===== src/rtl/l1_tl_request_tracker_pkg.sv =====
// Shared TileLink parameters for the L1 request tracker: source width and
// A/D-channel opcode encodings.
package l1_tl_request_tracker_pkg;

    localparam int unsigned WSOURCE = 4;
    localparam int unsigned NSRC    = 1 << WSOURCE;

    // A-channel opcodes
    localparam logic [2:0] TL_GET     = 3'd4;
    localparam logic [2:0] TL_PUTFULL = 3'd0;

    // D-channel opcodes
    localparam logic [2:0] TL_ACK     = 3'd0;
    localparam logic [2:0] TL_ACKDATA = 3'd1;

    function automatic logic [2:0] a_opcode_for(input logic write);
        return write ? TL_PUTFULL : TL_GET;
    endfunction

endpackage


===== src/rtl/l1_tl_request_tracker_src_track_table.sv =====
// Per-source in-flight table: one write port (grant), one clear port
// (response) and one combinational read port, all indexed by source ID.
import l1_tl_request_tracker_pkg::*;

module src_track_table #(
    parameter int unsigned TAGW = 4
) (
    input  logic                clk,
    input  logic                rst,
    input  logic                wr_en,
    input  logic [WSOURCE-1:0]  wr_idx,
    input  logic [TAGW-1:0]     wr_tag,
    input  logic                wr_write,
    input  logic                clr_en,
    input  logic [WSOURCE-1:0]  clr_idx,
    input  logic [WSOURCE-1:0]  rd_idx,
    output logic                rd_valid,
    output logic [TAGW-1:0]     rd_tag,
    output logic                rd_write
);

    logic [NSRC-1:0] valid_q;
    logic [NSRC-1:0] write_q;
    logic [TAGW-1:0] tag_q [NSRC];

    // Valid bits: a grant wins over a clear of the same ID, so an ID freed and
    // re-granted in one cycle ends up valid; different IDs update independently.
    always_ff @(posedge clk or posedge rst) begin
        if (rst) begin
            valid_q <= '0;
        end else begin
            for (int unsigned i = 0; i < NSRC; i++) begin
                if (wr_en && wr_idx == WSOURCE'(i))
                    valid_q[i] <= 1'b1;
                else if (clr_en && clr_idx == WSOURCE'(i))
                    valid_q[i] <= 1'b0;
            end
        end
    end

    // Payload fields are only meaningful while the valid bit is set.
    always_ff @(posedge clk) begin
        if (wr_en) begin
            tag_q[wr_idx]   <= wr_tag;
            write_q[wr_idx] <= wr_write;
        end
    end

    assign rd_valid = valid_q[rd_idx];
    assign rd_tag   = tag_q[rd_idx];
    assign rd_write = write_q[rd_idx];

endmodule


===== src/rtl/l1_tl_request_tracker.sv =====
// L1 request tracker: obtains a TileLink source ID from the ID manager, issues
// one single-beat A message per L1 request, matches D responses by source and
// releases the ID with a one-cycle dealloc pulse.
import l1_tl_request_tracker_pkg::*;

module l1_tl_request_tracker #(
    parameter int unsigned AW   = 32,
    parameter int unsigned DW   = 64,
    parameter int unsigned TAGW = 4
) (
    input  logic                clk,
    input  logic                rst,
    input  logic                req_valid,
    output logic                req_ready,
    input  logic                req_write,
    input  logic [AW-1:0]       req_addr,
    input  logic [DW-1:0]       req_data,
    input  logic [TAGW-1:0]     req_tag,
    output logic                alloc_req,
    input  logic                alloc_gnt,
    input  logic [WSOURCE-1:0]  alloc_source_id,
    output logic                dealloc_req,
    output logic [WSOURCE-1:0]  dealloc_source_id,
    output logic                a_valid,
    input  logic                a_ready,
    output logic [2:0]          a_opcode,
    output logic [WSOURCE-1:0]  a_source,
    output logic [AW-1:0]       a_address,
    output logic [DW-1:0]       a_data,
    input  logic                d_valid,
    output logic                d_ready,
    input  logic [2:0]          d_opcode,
    input  logic [WSOURCE-1:0]  d_source,
    input  logic [DW-1:0]       d_data,
    output logic                rsp_valid,
    input  logic                rsp_ready,
    output logic [TAGW-1:0]     rsp_tag,
    output logic [DW-1:0]       rsp_data,
    output logic                rsp_write,
    output logic                err_unexp
);

    localparam logic [1:0] ST_IDLE     = 2'd0;
    localparam logic [1:0] ST_ALLOC    = 2'd1;
    localparam logic [1:0] ST_WAIT_GNT = 2'd2;
    localparam logic [1:0] ST_ISSUE    = 2'd3;

    logic [1:0]          state_q;
    logic                lat_write;
    logic [AW-1:0]       lat_addr;
    logic [DW-1:0]       lat_data;
    logic [TAGW-1:0]     lat_tag;
    logic [WSOURCE-1:0]  cur_src;

    logic                tbl_wr_en;
    logic                tbl_valid;
    logic [TAGW-1:0]     tbl_tag;
    logic                tbl_write;
    logic                d_hs;
    logic                tbl_clr_en;

    // The D opcode is deliberately not cross-checked against the request type.
    logic                unused_d_opcode;
    assign unused_d_opcode = ^d_opcode;

    // Issue FSM and request latches; the source ID is captured in ALLOC because
    // the manager's output has already moved on when the grant arrives.
    always_ff @(posedge clk or posedge rst) begin
        if (rst) begin
            state_q   <= ST_IDLE;
            lat_write <= 1'b0;
            lat_addr  <= '0;
            lat_data  <= '0;
            lat_tag   <= '0;
            cur_src   <= '0;
        end else begin
            case (state_q)
                ST_IDLE: begin
                    if (req_valid) begin
                        lat_write <= req_write;
                        lat_addr  <= req_addr;
                        lat_data  <= req_data;
                        lat_tag   <= req_tag;
                        state_q   <= ST_ALLOC;
                    end
                end
                ST_ALLOC: begin
                    cur_src <= alloc_source_id;
                    state_q <= ST_WAIT_GNT;
                end
                ST_WAIT_GNT: begin
                    state_q <= alloc_gnt ? ST_ISSUE : ST_ALLOC;
                end
                ST_ISSUE: begin
                    if (a_ready)
                        state_q <= ST_IDLE;
                end
                default: state_q <= ST_IDLE;
            endcase
        end
    end

    assign req_ready = (state_q == ST_IDLE);
    assign alloc_req = (state_q == ST_ALLOC);
    assign a_valid   = (state_q == ST_ISSUE);
    assign a_opcode  = a_valid ? a_opcode_for(lat_write) : 3'd0;
    assign a_source  = a_valid ? cur_src  : '0;
    assign a_address = a_valid ? lat_addr : '0;
    assign a_data    = a_valid ? lat_data : '0;

    assign tbl_wr_en  = (state_q == ST_WAIT_GNT) && alloc_gnt;
    assign d_ready    = !rsp_valid || rsp_ready;
    assign d_hs       = d_valid && d_ready;
    assign tbl_clr_en = d_hs && tbl_valid;

    src_track_table #(
        .TAGW (TAGW)
    ) u_table (
        .clk      (clk),
        .rst      (rst),
        .wr_en    (tbl_wr_en),
        .wr_idx   (cur_src),
        .wr_tag   (lat_tag),
        .wr_write (lat_write),
        .clr_en   (tbl_clr_en),
        .clr_idx  (d_source),
        .rd_idx   (d_source),
        .rd_valid (tbl_valid),
        .rd_tag   (tbl_tag),
        .rd_write (tbl_write)
    );

    // Response register, dealloc pulse and unexpected-beat error pulse.
    always_ff @(posedge clk or posedge rst) begin
        if (rst) begin
            rsp_valid         <= 1'b0;
            rsp_tag           <= '0;
            rsp_data          <= '0;
            rsp_write         <= 1'b0;
            dealloc_req       <= 1'b0;
            dealloc_source_id <= '0;
            err_unexp         <= 1'b0;
        end else begin
            dealloc_req       <= 1'b0;
            dealloc_source_id <= '0;
            err_unexp         <= 1'b0;
            if (rsp_valid && rsp_ready) begin
                rsp_valid <= 1'b0;
                rsp_tag   <= '0;
                rsp_data  <= '0;
                rsp_write <= 1'b0;
            end
            if (d_hs) begin
                if (tbl_valid) begin
                    rsp_valid         <= 1'b1;
                    rsp_tag           <= tbl_tag;
                    rsp_write         <= tbl_write;
                    rsp_data          <= tbl_write ? '0 : d_data;
                    dealloc_req       <= 1'b1;
                    dealloc_source_id <= d_source;
                end else begin
                    err_unexp <= 1'b1;
                end
            end
        end
    end

endmodule


===== config.mk =====
export PLATFORM = sky130hd
export DESIGN_NAME = l1_tl_request_tracker
export DESIGN_NICKNAME = d
export VERILOG_FILES = /design/src/rtl/l1_tl_request_tracker_pkg.sv /design/src/rtl/l1_tl_request_tracker_src_track_table.sv /design/src/rtl/l1_tl_request_tracker.sv
export SDC_FILE = /design/constraint.sdc
export NUM_CORES = 1
export LEC_CHECK = 0
export CORE_ASPECT_RATIO = 0.5
export CORE_MARGIN = 4
export CORE_UTILIZATION = 48
export CTS_CLUSTER_SIZE = 16
export DETAILED_ROUTE_END_ITERATION = 7
export HOLD_SLACK_MARGIN = 0.06
export PLACE_DENSITY_LB_ADDON = 0.08
export SETUP_SLACK_MARGIN = 0.2
export SLEW_MARGIN = 10
export SYNTH_ARGS = -nofsm -noshare
export SYNTH_HDL_FRONTEND = slang
export SYNTH_HIERARCHICAL = 1
export SYNTH_SLANG_ARGS = --single-unit

===== constraint.sdc =====
create_clock -name clk -period 8.1 [get_ports clk]
set_clock_uncertainty 0.05 [all_clocks]
set_input_delay 2.025 -clock clk [delete_from_list [all_inputs] [get_ports clk]]
set_output_delay 2.025 -clock clk [all_outputs]
set_load 0.005 [all_outputs]

==> metrics.txt <==
# TYPE chip_impl_metric gauge
chip_impl_info{name="critical_path.cell_chain",value="clkdlybuf4s50_1 > mux4_1 > a22oi_1 > nand2_1 > nand2_1 > nor2b_4 > buf_4 > mux2i_1"} 1
chip_impl_info{name="cp-startpoint",value="d_source[0]"} 1
chip_impl_metric{name="fin_setup_tns",unit="ns"} 0
chip_impl_metric{name="r2r_setup_slack",unit="ns"} 4.83
chip_impl_metric{name="core-area",unit="µm²"} 25300
chip_impl_metric{name="power.ir.vdd_worst",unit="mV"} 0.174
chip_impl_metric{name="timing.max_cap.violations",unit=""} 0
chip_impl_metric{name="wire_length_of_the_first_global_routing_pass",unit="µm"} 51200
chip_impl_metric{name="synth_cells",unit=""} 895
chip_impl_metric{name="period_minus_slack",unit="ns"} 5.47
chip_impl_metric{name="hold_viol",unit=""} 0
chip_impl_info{name="ys.flop_type",value="sky130_fd_sc_hd__dfrtp_1"} 1
chip_impl_metric{name="crit_path_max_fanout",unit=""} 51
chip_impl_metric{name="r2r.worst_path.cells",unit=""} 5
chip_impl_metric{name="drive_above_1_share",unit="%"} 13.6
chip_impl_metric{name="static-leakage-power",unit="nW"} 7.16
chip_impl_metric{name="tritoncts.num_buffers",unit=""} 26
chip_impl_metric{name="worst-endpoint-required",unit="ns"} 8.50
chip_impl_metric{name="die_area",unit="µm²"} 28700
chip_impl_metric{name="dp.final_hpwl",unit="µm"} 22500
chip_impl_info{name="cp_common_cell",value="sky130_fd_sc_hd__nand2_1"} 1
chip_impl_metric{name="vias_in_the_first_global_route",unit=""} 8902
chip_impl_metric{name="rows",unit=""} 41
chip_impl_metric{name="detail_route.first_pass.iterations",unit=""} 4
chip_impl_metric{name="finalWeightedCongestion",unit=""} 0.792
chip_impl_metric{name="worst-path-buf-inv",unit=""} 2
chip_impl_metric{name="remaining_design_rule_violation_count",unit=""} 0
chip_impl_metric{name="area_delta_synth_final",unit="%"} 35.8
chip_impl_metric{name="drtAntennaViolNets",unit=""} 0
chip_impl_metric{name="overflow",unit=""} 0
chip_impl_metric{name="grtUsageTotal",unit="%"} 22.4
chip_impl_metric{name="synth-seq-cells",unit=""} 279
chip_impl_metric{name="maxSlewHeadroom",unit="%"} 19.2
chip_impl_metric{name="util_after_layout",unit="%"} 66.6
chip_impl_metric{name="final-max-slew-violation-count",unit=""} 0
chip_impl_metric{name="layoutNonFillerInstCount",unit=""} 1590
chip_impl_info{name="status",value="completed"} 1
chip_impl_metric{name="port_buffers",unit=""} 360
chip_impl_info{name="rsz_0062_raised_after_global_routing",value="no"} 1
chip_impl_info{name="final_cell_mix",value="sky130_fd_sc_hd__clkdlybuf4s50_1, sky130_fd_sc_hd__dfrtp_1, sky130_fd_sc_hd__nand2_1"} 1
chip_impl_metric{name="postCtsResizedCells",unit=""} 0
chip_impl_metric{name="count_of_flip_flops_with_a_built_in_enable_after_synthesis",unit=""} 80
chip_impl_metric{name="fmax",unit="MHz"} 183
chip_impl_metric{name="grt_max_degree",unit=""} 111
chip_impl_metric{name="detail_routed_net_length_per_standard_cell",unit="µm"} 20.7
chip_impl_metric{name="dr.first_iter.drc_count",unit=""} 472
chip_impl_metric{name="postSynthAreaPerCell",unit="µm²"} 13.9
chip_impl_metric{name="die_x",unit="µm"} 235
chip_impl_metric{name="ports",unit=""} 366
chip_impl_metric{name="clockBufferDepth",unit=""} 3
chip_impl_metric{name="cts_setup_buffers",unit=""} 0
chip_impl_metric{name="drt-vias-per-instance",unit=""} 5.20
chip_impl_metric{name="final_net_count",unit=""} 1409
chip_impl_metric{name="p_per_area",unit="nW/µm²"} 347
chip_impl_info{name="critPathCaptureType",value="flip-flop"} 1
chip_impl_metric{name="fin_crit_sh",unit="%"} 67.5
chip_impl_metric{name="synth-async-reset-ratio",unit="%"} 71.3
chip_impl_metric{name="final_layout_worst_hold_slack",unit="ns"} 0.454
chip_impl_info{name="worst-setup-path-type",value="input port to flip-flop"} 1
chip_impl_metric{name="path_clk_slew",unit="ns"} 0.06
chip_impl_info{name="most_common_library_cell_in_the_layout_ignoring_fill_and_taps",value="sky130_fd_sc_hd__clkdlybuf4s50_1"} 1
chip_impl_info{name="tritoncts_clock_tree",value="done"} 1
chip_impl_metric{name="placed_inst_area",unit="µm²"} 16000
chip_impl_info{name="critPathTopFamily",value="buffers and inverters"} 1
chip_impl_metric{name="totalPowerFinal",unit="mW"} 5.85
chip_impl_info{name="crit_slowest_cell",value="sky130_fd_sc_hd__clkdlybuf4s50_1"} 1
chip_impl_info{name="worstReg2RegStart",value="state_q[0]"} 1
chip_impl_metric{name="n_antenna_cell",unit=""} 0
chip_impl_metric{name="synthDistinctLibCells",unit=""} 34
chip_impl_metric{name="timing.critical_path.arrival",unit="ns"} 5.87
chip_impl_info{name="clock-root-buffer",value="sky130_fd_sc_hd__clkbuf_16"} 1
chip_impl_metric{name="design_area",unit="µm²"} 16900
chip_impl_metric{name="drt_wl_total",unit="µm"} 32900
chip_impl_metric{name="initial_antenna_violation_count",unit=""} 2
chip_impl_metric{name="vias",unit=""} 8265
chip_impl_metric{name="floorplan.initialDensity",unit="%"} 49.0
chip_impl_metric{name="timing.final.setup_violations",unit=""} 0
chip_impl_metric{name="worstMarginPinSlew",unit="ns"} 1.21
chip_impl_info{name="timing.critical_path.from_type",value="input port"} 1
chip_impl_metric{name="clock_sink_count",unit=""} 279
chip_impl_info{name="worst_hold_path_type",value="flip-flop to flip-flop"} 1
chip_impl_metric{name="seq_area_frac_synth",unit="%"} 59.4
chip_impl_metric{name="cts_hold_repair.buffers",unit=""} 0
chip_impl_metric{name="synth_area",unit="µm²"} 12400
chip_impl_info{name="regToRegEndpoint",value="lat_data[25]"} 1
chip_impl_metric{name="die_height",unit="µm"} 122
chip_impl_info{name="timing.critical_path.to",value="rsp_data[54]"} 1
chip_impl_metric{name="dp.cells",unit=""} 1542
chip_impl_metric{name="worst_skew_pair.late_latency",unit="ns"} 0.53
chip_impl_metric{name="synthesis.yosys.warnings",unit=""} 6
chip_impl_metric{name="finalWorstSetupSlack",unit="ns"} 2.63
chip_impl_metric{name="htree_levels",unit=""} 1
chip_impl_metric{name="critical_path_depth_in_cells",unit=""} 8
chip_impl_metric{name="critical-path-max-stage-delay",unit="ns"} 1.17
chip_impl_metric{name="n_fill_cell",unit=""} 1926
chip_impl_metric{name="place_ws",unit="ns"} 2.03
[report_power, final]
part | internal (mW) | switching [mW]
Clock | 0.677 | 0.509
Combinational | 1.43 | 0.902
Sequential | 2.02 | 0.319
[routing by layer]
metal	track usage [%]	vias up	wire, µm
met2	35.6	233	14900
met4	4.18	4	619
li1	-	3832	-
met3	7.60	49	2620
met5	0	-	21
met1	30.7	4147	14700
[worst min path at each step]
| stage | startpoint | cells after the start | endpoint |
|---|---|---|---|
| after floorplan | u_table/valid_q[3] | 2 | u_table/valid_q[3] |
| final | lat_data[51] | 1 | lat_data[51] |
| after detailed placement | lat_data[57] | 1 | lat_data[57] |
| after CTS | lat_data[55] | 1 | lat_data[55] |
| after global routing | lat_data[51] | 1 | lat_data[51] |
| after global placement | u_table/valid_q[3] | 2 | u_table/valid_q[3] |
[flip-flops by register name (all words and copies together) (netlist names)]
register	count
rsp_valid	1
u_table/tag_q	64
dealloc_source_id	4
u_table/write_q	16
dealloc_req	1
rsp_write	1
u_table/valid_q	16
lat_write	1
rsp_data	64
lat_data	64
rsp_tag	4
err_unexp	1
state_q	2
lat_addr	32
lat_tag	4
cur_src	4
[cell usage after synthesis (3+ instances only)]
library cell	number	share of area, %
sky130_fd_sc_hd__buf_12	10	1.6
sky130_fd_sc_hd__dfrtp_1	199	40
sky130_fd_sc_hd__and2_1	6	0.30
sky130_fd_sc_hd__and3_1	100	5.0
sky130_fd_sc_hd__clkbuf_1	36	1.1
sky130_fd_sc_hd__inv_1	8	0.24
sky130_fd_sc_hd__mux4_1	12	2.5
sky130_fd_sc_hd__nand2b_1	10	0.50
sky130_fd_sc_hd__mux4_2	12	2.2
sky130_fd_sc_hd__nor2_1	16	0.48
sky130_fd_sc_hd__mux2_4	90	11
sky130_fd_sc_hd__nand3_1	3	0.12
sky130_fd_sc_hd__nand2_1	147	4.4
sky130_fd_sc_hd__nand3b_1	4	0.24
sky130_fd_sc_hd__mux2i_1	69	5.6
sky130_fd_sc_hd__buf_4	10	0.60
sky130_fd_sc_hd__nor2b_1	5	0.25
sky130_fd_sc_hd__buf_6	4	0.36
sky130_fd_sc_hd__nor3_1	4	0.16
sky130_fd_sc_hd__mux2_2	15	1.4
sky130_fd_sc_hd__o21ai_0	27	1.1
sky130_fd_sc_hd__a22oi_1	12	0.73
sky130_fd_sc_hd__edfxtp_1	80	19
sky130_fd_sc_hd__buf_2	4	0.16
[cells by family (layout without fill, tap and decap cells)]
logic type | Yosys count | count (layout) | share of synthesized area (%)
muxes | 198 | 198 | 22.5
other | 1 | 2 | 0.0302
DFF | 279 | 279 | 59.4
AOI/OAI and AO/OA | 43 | 43 | 2.01
and+or+nand+nor | 300 | 300 | 11.9
buffers and inverters | 74 | 424 | 4.14
[area by class of cell]
type | instances | area [µm²] | area share (%)
Inverter | 8 | 35.0 | 0.208
Clock buffer | 37 | 713 | 4.23
Tap cell | 344 | 430 | 2.55
Clock inverter | 11 | 101 | 0.601
Timing Repair Buffer | 368 | 3660 | 21.7
Sequential cell | 279 | 7380 | 43.8
Multi-Input combinational cell | 543 | 4540 | 26.9
Note: power is estimated with default switching activity, not from simulation.
==> RTL edit: new RTL, same flow settings <==
`DW`: 64 -> 60.
--- a/src/rtl/l1_tl_request_tracker.sv
+++ b/src/rtl/l1_tl_request_tracker.sv
@@ -5,7 +5,7 @@
 
 module l1_tl_request_tracker #(
     parameter int unsigned AW   = 32,
-    parameter int unsigned DW   = 64,
+    parameter int unsigned DW   = 60,
     parameter int unsigned TAGW = 4
 ) (
     input  logic                clk,
Interface: changed (resized a_data, d_data, req_data and rsp_data); port bits go from 366 to 350. The function was not compared with the original's and may differ.
==> RTL edit against the unedited design <==
Area after synthesis down 5.6%; power decreased by 4.0%; routed wire length shrank 3.4%; sequential cell count fell by 8; worst setup slack better by 0.070 ns; cell area fell by 4.3%; critical path depth is 5 lower; critical path type is now input port to output pin.
==> RTL edit: results (changes against the unedited design) <==
Global routing
  • GRT met3 Usage: 0.0872 (+0.0112)
  • Vias in the first global route: 8587 (-3.5%)
  • Pin count of the biggest net entering global routing: 107 (-3.6%)
  • First-pass GRT wire length: 49.7 mm (-2.9%)
  • Initial antenna violation count: 5 (+3)
  • Grt met1 use: 0.316 (+0.00906)
  • Overall global routing resource usage: 0.230 (+0.00605)
  • Met2 usage in global routing: 0.353 (-0.00273)

Hold path
  • Hold wc startpoint: lat_data[28]
  • WHS Endpoint: lat_data[28]

Route
  • Initial DRC Count: 445 (-5.7%)
  • Vias post-DR: 8085 (-2.2%)
  • Routed wl met3: 2.70 mm (+3.1%)
  • Met1 Wirelength: 14.1 mm (-4.2%)
  • Routed len/inst: 21.0 um (+1.4%)
  • WL met2: 14.4 mm (-3.8%)

Critical path
  • CP max FO: 4 (-92%)
  • CP arrival: 3.33 ns (-2.54 ns)
  • Worst R2R Start: state_q[1]
  • Kind of end point of the critical path: output pin

Finish
  • Largest regs: u_table/tag_q x64, lat_data x60, rsp_data x60
  • Fin nets: 1356 (-3.8%)
  • Layout fillers: 1770 (-8.1%)

STA
  • Worst Setup Slack, final: 2.70 ns (+0.0703 ns)
  • Worst-Margin Slew: 1.18 ns (-0.0362 ns)

Pwr
  • Leakage power: 6.75 nW (-5.6%)
  • Internal cell power: 3.93 mW (-4.6%)
  • Sequential power: 2.30 mW (-2%)

Outcome
  • Status: complete, no violations

Placement
  • HPWL Detailed: 21.4 mm (-5.0%)
  • Setup Slack @ Placement: 2.54 ns (+0.508 ns)
  • Cell area after placement: 15300 sq um (-4.8%)
  • GP Congestion: 0.775 (-2.2%)

Logic synthesis
  • Largest cells by area after synthesis: dfrtp_1 41%, edfxtp_1 20%, mux2_2 6.8%, mux2i_1 5.6%, and3_1 5.1%
  • Netlist cell types: 32 (-5.9%)
  • Synth cell count leaders: 191 x dfrtp_1, 139 x nand2_1, 96 x and3_1, 80 x edfxtp_1, 71 x mux2_2
  • Seq/Total Area, Yosys: 0.613 (+0.0183)

Clocking
  • TritonCTS Buffers: 25 (-3.8%)
RTL edit: changes by cell type after synthesis, sizes merged, moves of 2 or more:
cell and change:
mux2 -4, nand2 -8, dfrtp -8, mux2i -4, buf -2, and3 -4
RTL edit: cell type report:
cell class | instances | share of cell area
inverters | 8 | 0.00217
multi-input cells | 523 | 0.259
flip-flops and latches | 271 | 0.445
repair buffers | 352 | 0.217
clock inverters | 12 | 0.00915
well taps | 315 | 0.0244
clock buffers | 32 | 0.0433
diodes | 1 | 0.000155
RTL edit: logic make-up (layout without fill, tap and decap cells):
| group | Yosys count | after routing | synth area share |
|---|---|---|---|
| other | 1 | 3 | 0.000320 |
| AOI/OAI and AO/OA | 43 | 43 | 0.0212 |
| and+or+nand+nor | 288 | 288 | 0.121 |
| muxes | 190 | 190 | 0.212 |
| buffers and inverters | 73 | 404 | 0.0330 |
| DFF | 271 | 271 | 0.613 |
RTL edit: stage by stage:
| stage | instances | util | total power, mW | hold WS [ns] |
|---|---|---|---|---|
| 6_report | 1514 | 0.672 | 5.61 | 0.452 |
| 5_1_grt | 1514 | 0.672 | 5.93 | 0.468 |
| 4_1_cts | 1513 | 0.672 | 5.66 | 0.453 |
| 3_5_place_dp | 1469 | 0.636 | 4.41 | 0.434 |
| 3_3_place_gp | 1469 | 0.636 | 4.34 | 0.432 |
| 2_1_floorplan | 867 | - | 3.24 | 0.408 |
RTL edit: worst max-delay path, stage by stage:
cell	delay (ns)
clkdlybuf4s50_1	0.52
nand2b_1	0.22
clkdlybuf4s50_1	0.56
RTL edit: how the worst max path moves through the flow:
stage	start	to
global route	rsp_ready	d_ready
detailed placement	d_source[0]	rsp_data[36]
floorplan	rst	cur_src[0]
finish	rsp_ready	d_ready
CTS	rsp_ready	d_ready
global placement	d_source[0]	rsp_data[35]
